==> config.mk <==
export PLATFORM = sky130hd
export DESIGN_NAME = udp_tx_arbiter
export DESIGN_NICKNAME = d
export VERILOG_FILES = /design/src/rtl/udp_pkg.sv /design/src/rtl/udp_hdr_mux.sv /design/src/rtl/udp_tx_arbiter.sv
export SDC_FILE = /design/constraint.sdc
export NUM_CORES = 1
export LEC_CHECK = 0
export CORE_AREA = 2 2 186 188
export DETAILED_ROUTE_END_ITERATION = 7
export DIE_AREA = 0 0 188 190
export DONT_BUFFER_PORTS = 1
export GPL_TIMING_DRIVEN = 1
export PLACE_DENSITY = 0.3
export SYNTH_ARGS = -nofsm -noshare
export SYNTH_HDL_FRONTEND = slang
export SYNTH_SLANG_ARGS = --single-unit
==> constraint.sdc <==
create_clock -name clk -period 3.3 [get_ports clk]
set_clock_uncertainty 0.05 [all_clocks]
set_input_delay 0.33 -clock clk [delete_from_list [all_inputs] [get_ports clk]]
set_output_delay 0.33 -clock clk [all_outputs]
set_load 0.005 [all_outputs]
==> src/rtl/udp_pkg.sv <==
// Shared types for the UDP TX arbiter: payload limit default, FSM encoding and
// the header bundle that travels alongside every frame.
package udp_pkg;

  localparam int MAX_PAYLOAD_DEFAULT = 1472;

  typedef enum logic [1:0] {
    ST_IDLE    = 2'd0,
    ST_HDR     = 2'd1,
    ST_PAYLOAD = 2'd2,
    ST_DROP    = 2'd3
  } arb_state_e;

  typedef struct packed {
    logic [5:0]  dscp;
    logic [1:0]  ecn;
    logic [7:0]  ttl;
    logic [31:0] source_ip;
    logic [31:0] dest_ip;
    logic [15:0] source_port;
    logic [15:0] dest_port;
    logic [15:0] length;
    logic [15:0] checksum;
  } udp_hdr_t;

endpackage

==> src/rtl/udp_hdr_mux.sv <==
// Selects the IP/UDP header bundle of the granted source.
module udp_hdr_mux
  import udp_pkg::*;
(
  input  logic     sel,
  input  udp_hdr_t hdr0_i,
  input  udp_hdr_t hdr1_i,
  output udp_hdr_t hdr_o
);

  assign hdr_o = sel ? hdr1_i : hdr0_i;

endmodule

==> src/rtl/udp_tx_arbiter.sv <==
// Frame-granular round-robin arbiter sharing one UDP TX port between two sources,
// truncating any payload that runs past MAX_PAYLOAD bytes.
module udp_tx_arbiter
  import udp_pkg::*;
#(
  parameter int MAX_PAYLOAD = MAX_PAYLOAD_DEFAULT
) (
  input  logic        clk,
  input  logic        rst,
  input  logic        s0_hdr_valid,
  output logic        s0_hdr_ready,
  input  logic [5:0]  s0_ip_dscp,
  input  logic [1:0]  s0_ip_ecn,
  input  logic [7:0]  s0_ip_ttl,
  input  logic [31:0] s0_ip_source_ip,
  input  logic [31:0] s0_ip_dest_ip,
  input  logic [15:0] s0_source_port,
  input  logic [15:0] s0_dest_port,
  input  logic [15:0] s0_length,
  input  logic [15:0] s0_checksum,
  input  logic [7:0]  s0_tdata,
  input  logic        s0_tvalid,
  input  logic        s0_tlast,
  input  logic        s0_tuser,
  output logic        s0_tready,
  input  logic        s1_hdr_valid,
  output logic        s1_hdr_ready,
  input  logic [5:0]  s1_ip_dscp,
  input  logic [1:0]  s1_ip_ecn,
  input  logic [7:0]  s1_ip_ttl,
  input  logic [31:0] s1_ip_source_ip,
  input  logic [31:0] s1_ip_dest_ip,
  input  logic [15:0] s1_source_port,
  input  logic [15:0] s1_dest_port,
  input  logic [15:0] s1_length,
  input  logic [15:0] s1_checksum,
  input  logic [7:0]  s1_tdata,
  input  logic        s1_tvalid,
  input  logic        s1_tlast,
  input  logic        s1_tuser,
  output logic        s1_tready,
  output logic        tx_udp_hdr_valid,
  input  logic        tx_udp_hdr_ready,
  output logic [5:0]  tx_udp_ip_dscp,
  output logic [1:0]  tx_udp_ip_ecn,
  output logic [7:0]  tx_udp_ip_ttl,
  output logic [31:0] tx_udp_ip_source_ip,
  output logic [31:0] tx_udp_ip_dest_ip,
  output logic [15:0] tx_udp_source_port,
  output logic [15:0] tx_udp_dest_port,
  output logic [15:0] tx_udp_length,
  output logic [15:0] tx_udp_checksum,
  output logic [7:0]  tx_udp_payload_axis_tdata,
  output logic        tx_udp_payload_axis_tvalid,
  output logic        tx_udp_payload_axis_tlast,
  output logic        tx_udp_payload_axis_tuser,
  input  logic        tx_udp_payload_axis_tready,
  output logic        grant,
  output logic        busy,
  output logic        status_frame,
  output logic        status_trunc
);

  localparam logic [15:0] CNT_LAST = 16'(MAX_PAYLOAD - 1);

  arb_state_e  state_q, state_d;
  logic        grant_q, grant_d;
  logic        last_q, last_d;
  logic [15:0] cnt_q, cnt_d;
  logic        status_frame_q, status_frame_d;
  logic        status_trunc_q, status_trunc_d;

  logic        src_hdr_valid, src_tvalid, src_tlast, src_tuser;
  logic [7:0]  src_tdata;
  logic        hdr_ready_c, tready_c, at_max;
  udp_hdr_t    hdr0, hdr1, hdr_tx;

  assign src_hdr_valid = grant_q ? s1_hdr_valid : s0_hdr_valid;
  assign src_tvalid    = grant_q ? s1_tvalid    : s0_tvalid;
  assign src_tlast     = grant_q ? s1_tlast     : s0_tlast;
  assign src_tuser     = grant_q ? s1_tuser     : s0_tuser;
  assign src_tdata     = grant_q ? s1_tdata     : s0_tdata;
  assign at_max        = (cnt_q == CNT_LAST);

  assign hdr0 = {s0_ip_dscp, s0_ip_ecn, s0_ip_ttl, s0_ip_source_ip, s0_ip_dest_ip,
                 s0_source_port, s0_dest_port, s0_length, s0_checksum};
  assign hdr1 = {s1_ip_dscp, s1_ip_ecn, s1_ip_ttl, s1_ip_source_ip, s1_ip_dest_ip,
                 s1_source_port, s1_dest_port, s1_length, s1_checksum};

  udp_hdr_mux u_hdr_mux (
    .sel    (grant_q),
    .hdr0_i (hdr0),
    .hdr1_i (hdr1),
    .hdr_o  (hdr_tx)
  );

  assign tx_udp_ip_dscp      = hdr_tx.dscp;
  assign tx_udp_ip_ecn       = hdr_tx.ecn;
  assign tx_udp_ip_ttl       = hdr_tx.ttl;
  assign tx_udp_ip_source_ip = hdr_tx.source_ip;
  assign tx_udp_ip_dest_ip   = hdr_tx.dest_ip;
  assign tx_udp_source_port  = hdr_tx.source_port;
  assign tx_udp_dest_port    = hdr_tx.dest_port;
  assign tx_udp_length       = hdr_tx.length;
  assign tx_udp_checksum     = hdr_tx.checksum;

  always_comb begin
    state_d        = state_q;
    grant_d        = grant_q;
    last_d         = last_q;
    cnt_d          = cnt_q;
    status_frame_d = 1'b0;
    status_trunc_d = 1'b0;
    hdr_ready_c    = 1'b0;
    tready_c       = 1'b0;
    tx_udp_hdr_valid           = 1'b0;
    tx_udp_payload_axis_tvalid = 1'b0;
    tx_udp_payload_axis_tdata  = 8'd0;
    tx_udp_payload_axis_tlast  = 1'b0;
    tx_udp_payload_axis_tuser  = 1'b0;

    unique case (state_q)
      ST_IDLE: begin
        // On contention the source that did not win last time goes first.
        if (s0_hdr_valid || s1_hdr_valid) begin
          grant_d = (s0_hdr_valid && s1_hdr_valid) ? ~last_q : s1_hdr_valid;
          state_d = ST_HDR;
        end
      end
      ST_HDR: begin
        tx_udp_hdr_valid = src_hdr_valid;
        hdr_ready_c      = tx_udp_hdr_ready;
        if (src_hdr_valid && tx_udp_hdr_ready) begin
          cnt_d   = 16'd0;
          last_d  = grant_q;
          state_d = ST_PAYLOAD;
        end
      end
      ST_PAYLOAD: begin
        // The last permitted byte is flagged as an errored end-of-frame unless
        // the source itself ends the frame there.
        tx_udp_payload_axis_tvalid = src_tvalid;
        tx_udp_payload_axis_tdata  = src_tdata;
        tx_udp_payload_axis_tlast  = src_tlast | at_max;
        tx_udp_payload_axis_tuser  = (at_max && !src_tlast) ? 1'b1 : src_tuser;
        tready_c                   = tx_udp_payload_axis_tready;
        if (src_tvalid && tx_udp_payload_axis_tready) begin
          cnt_d = cnt_q + 16'd1;
          if (src_tlast) begin
            status_frame_d = 1'b1;
            state_d        = ST_IDLE;
          end else if (at_max) begin
            status_trunc_d = 1'b1;
            state_d        = ST_DROP;
          end
        end
      end
      ST_DROP: begin
        tready_c = 1'b1;
        if (src_tvalid && src_tlast) state_d = ST_IDLE;
      end
      default: state_d = ST_IDLE;
    endcase
  end

  always_ff @(posedge clk) begin
    if (rst) begin
      state_q        <= ST_IDLE;
      grant_q        <= 1'b0;
      last_q         <= 1'b1;
      cnt_q          <= 16'd0;
      status_frame_q <= 1'b0;
      status_trunc_q <= 1'b0;
    end else begin
      state_q        <= state_d;
      grant_q        <= grant_d;
      last_q         <= last_d;
      cnt_q          <= cnt_d;
      status_frame_q <= status_frame_d;
      status_trunc_q <= status_trunc_d;
    end
  end

  assign s0_hdr_ready = hdr_ready_c & ~grant_q;
  assign s1_hdr_ready = hdr_ready_c & grant_q;
  assign s0_tready    = tready_c & ~grant_q;
  assign s1_tready    = tready_c & grant_q;
  assign grant        = grant_q;
  assign busy         = (state_q != ST_IDLE);
  assign status_frame = status_frame_q;
  assign status_trunc = status_trunc_q;

endmodule

==> results_dict.tcl <==
set metrics [dict create \
    grt_pass1_vias 2662 \
    min_to "grant" \
    layout-drive-gt1-share_pct 51.8 \
    gp_congestion 0.910 \
    hp-class "in2reg" \
    tns_ps 0 \
    yosysTopAreaCellShare_pct 53.8 \
    timing.rr.start "cnt_q[0]" \
    numClockSinks 22 \
    netlist_top_cells_count "145 x mux2_2, 22 x dfxtp_1, 20 x a21oi_1, 19 x clkbuf_1, 18 x nor2_1" \
    cp_top_family "simple AND/OR/NAND/NOR gates" \
    first_iter_violations 235 \
    antenna_left 0 \
    worst_slew_pin_slew_ps 816 \
    track_usage_pct 14.4 \
    netlist_area_mm2 0.00304 \
    status "finished, final reports clean" \
    dr.pass1.iters 4 \
    grt_pass1_wl_um 32300 \
    ys_top_cells_by_area "mux2_2 54%, dfxtp_1 15%, mux2i_1 3.6%" \
    critPathBufInv 0 \
    drc_errors 0 \
    hold_buffers 0 \
    viasPerCell 3.78 \
    r2r_slack_ps 960 \
    crit_type "reg2out" \
    holdWs_ps 92.1 \
    drt-total-wl_um 27900 \
    gr-total-overflow 0 \
    cp.arrival_ps 2290 \
    syn_inst 324 \
    cp_cell_sequence "ha_1 > nand4_1 > nor4_2 > nand2_1 > a21oi_1" \
    antenna_found_initial 45 \
    critPathLaunchType "flop" \
    synth_edf_count 0 \
    hold_viol 0 \
    hold_start "rst" \
    holdPathStages 1 \
    ios 480 \
    slew_headroom_pct 45.6 \
    cap_violations 0 \
    grt_setup_unrepaired "no" \
    reg2reg_to "state_q[0]" \
    vias 2912 \
    async_flop_share_pct 0 \
    cts_buffers 3 \
    area_growth_syn_to_layout_pct 19.7 \
    finalSetupViolCount 0 \
    synth.avg_cell_area_um2 9.37 \
    core.rowCount 68 \
    crit_required_ps 2920 \
    finalMaxSlewViolations 0 \
    stdcell_count 770 \
    yosysMostFrequentCell "mux2_2" \
    synth_ff_type "dfxtp_1" \
    cts_max_path_buffers 2 \
    cts_tree "yes" \
    clkTransAtPathRegs_ps 60 \
    powerDensity_mw_per_mm2 294 \
    yosysWarnings 0 \
    irDropWorstVdd_uv 134 \
    fmax_mhz 375 \
    worstSetupEndpointType "primary output" \
    crit_fanout 12 \
    slowest_delay_ps 550 \
    core_area_mm2 0.0339 \
    dieWidth_um 188 \
    min_period_over_period_pct 80.9 \
    root_buffer "clkbuf_16" \
    cpMaxStageDelayCell "nor4_2" \
    clock_latency_ps 260 \
    synth_seq_cells 22 \
    post-cts-setup-buffers 0 \
    layout_min_cycle_time_ps 2670 \
    p_total_mw 1.07 \
    die_area_mm2 0.0357 \
    routedWlPerCell_um 36.2 \
    die_h_um 190 \
    finalNetCount 621 \
    p_leak_nw 0.988 \
    h-tree-depth 1 \
    netlist.top_cell.by_area "mux2_2" \
    grt_max_degree 82 \
    syn_nets 641 \
    ys_types 41 \
    io_buffers 0 \
    place_hpwl_um 25700 \
    ys_seq_area_share_pct 14.5 \
    worstRegToRegCells 5 \
    initial_core_util_pct 8.94 \
    cts_resized 0 \
    dp.cells 754 \
]
## stage by stage
stage | setup slack (ps) | utilization [%] | cell area [um2]
6_report | 630 | 10.7 | 3630
5_1_grt | 506 | 10.6 | 3610
4_1_cts | 612 | 10.6 | 3600
3_5_place_dp | 913 | 10.4 | 3510
3_3_place_gp | 979 | 10.4 | 3510
2_1_floorplan | 1460 | - | 3040
## kinds of logic (layout without fill, tap and decap cells)
kind of cell    after synthesis  count (layout)  synth area share (%)
buf+inv                      30               9                  4.37
other cells                   0              12                     0
mux                         157             157                  57.9
xor+xnor                      1               1                 0.289
fa+ha+maj                     1               1                 0.412
compound gates               40              40                  8.86
simple gates                 73              73                  13.7
flops                        22              22                  14.5
## layout by cell type, fill, tap and decap left out, types with 4 or more instances in the layout
cell type,instances
nor2_1,18
o31ai_1,10
mux2_2,145
dfxtp_1,21
nor3_1,4
nand2_1,12
or4_1,11
a21oi_1,20
nand3_1,4
diode_2,12
mux2i_1,11
nand4_1,4
## sequential cells by signal, summed over array words and instances, names as in the netlist
| register | count |
|---|---|
| grant | 1 |
| state_q | 2 |
| last_q | 1 |
| status_frame | 1 |
| status_trunc | 1 |
| cnt_q | 16 |
## worst reg2reg max path: stages, from the launching register on
cell and delay (ps):
dfxtp_1 410, ha_1 230, nand4_1 470, nor4_2 550
a31oi_1 170, a2111oi_2 350
## worst max path at each step
| stage | endpoint | start | cells past startpoint |
|---|---|---|---|
| 3_5_place_dp | tx_udp_payload_axis_tuser | cnt_q[0] | 5 |
| 2_1_floorplan | tx_udp_dest_port[10] | grant | 4 |
| 3_3_place_gp | tx_udp_payload_axis_tuser | cnt_q[0] | 5 |
| 4_1_cts | tx_udp_payload_axis_tuser | cnt_q[0] | 5 |
| 5_1_grt | tx_udp_payload_axis_tuser | cnt_q[0] | 5 |
| 6_report | tx_udp_payload_axis_tuser | cnt_q[0] | 5 |
## routing by layer
metal  vias up  part of all wire, %  routed length [um]  global-route usage, %
met5         -                 0.87                 241                      0
met4        36                  1.7                 486                   1.12
met3        83                   13                3570                   8.08
met2       265                   54               15000                   27.7
met1      1332                   31                8560                   13.7
li1       1196                    -                   -                      -
## where the power goes
| group | internal (mW) | switching, mW | leakage (nW) |
|---|---|---|---|
| Combinational | 0.202 | 0.290 | 0.765 |
| Sequential | 0.271 | 0.0167 | 0.179 |
| Clock | 0.185 | 0.102 | 0.0442 |
| Total | 0.658 | 0.409 | 0.988 |
## final cells by class
class | count | area, um2
Fill cell | 3888 | 30300
Timing Repair Buffer | 2 | 27.5
Tap cell | 455 | 569
Clock buffer | 4 | 88.8
Antenna cell | 12 | 30.0
Inverter | 3 | 11.3
Sequential cell | 22 | 444
Multi-Input combinational cell | 272 | 2460
Power figures use the tool's default switching activity.
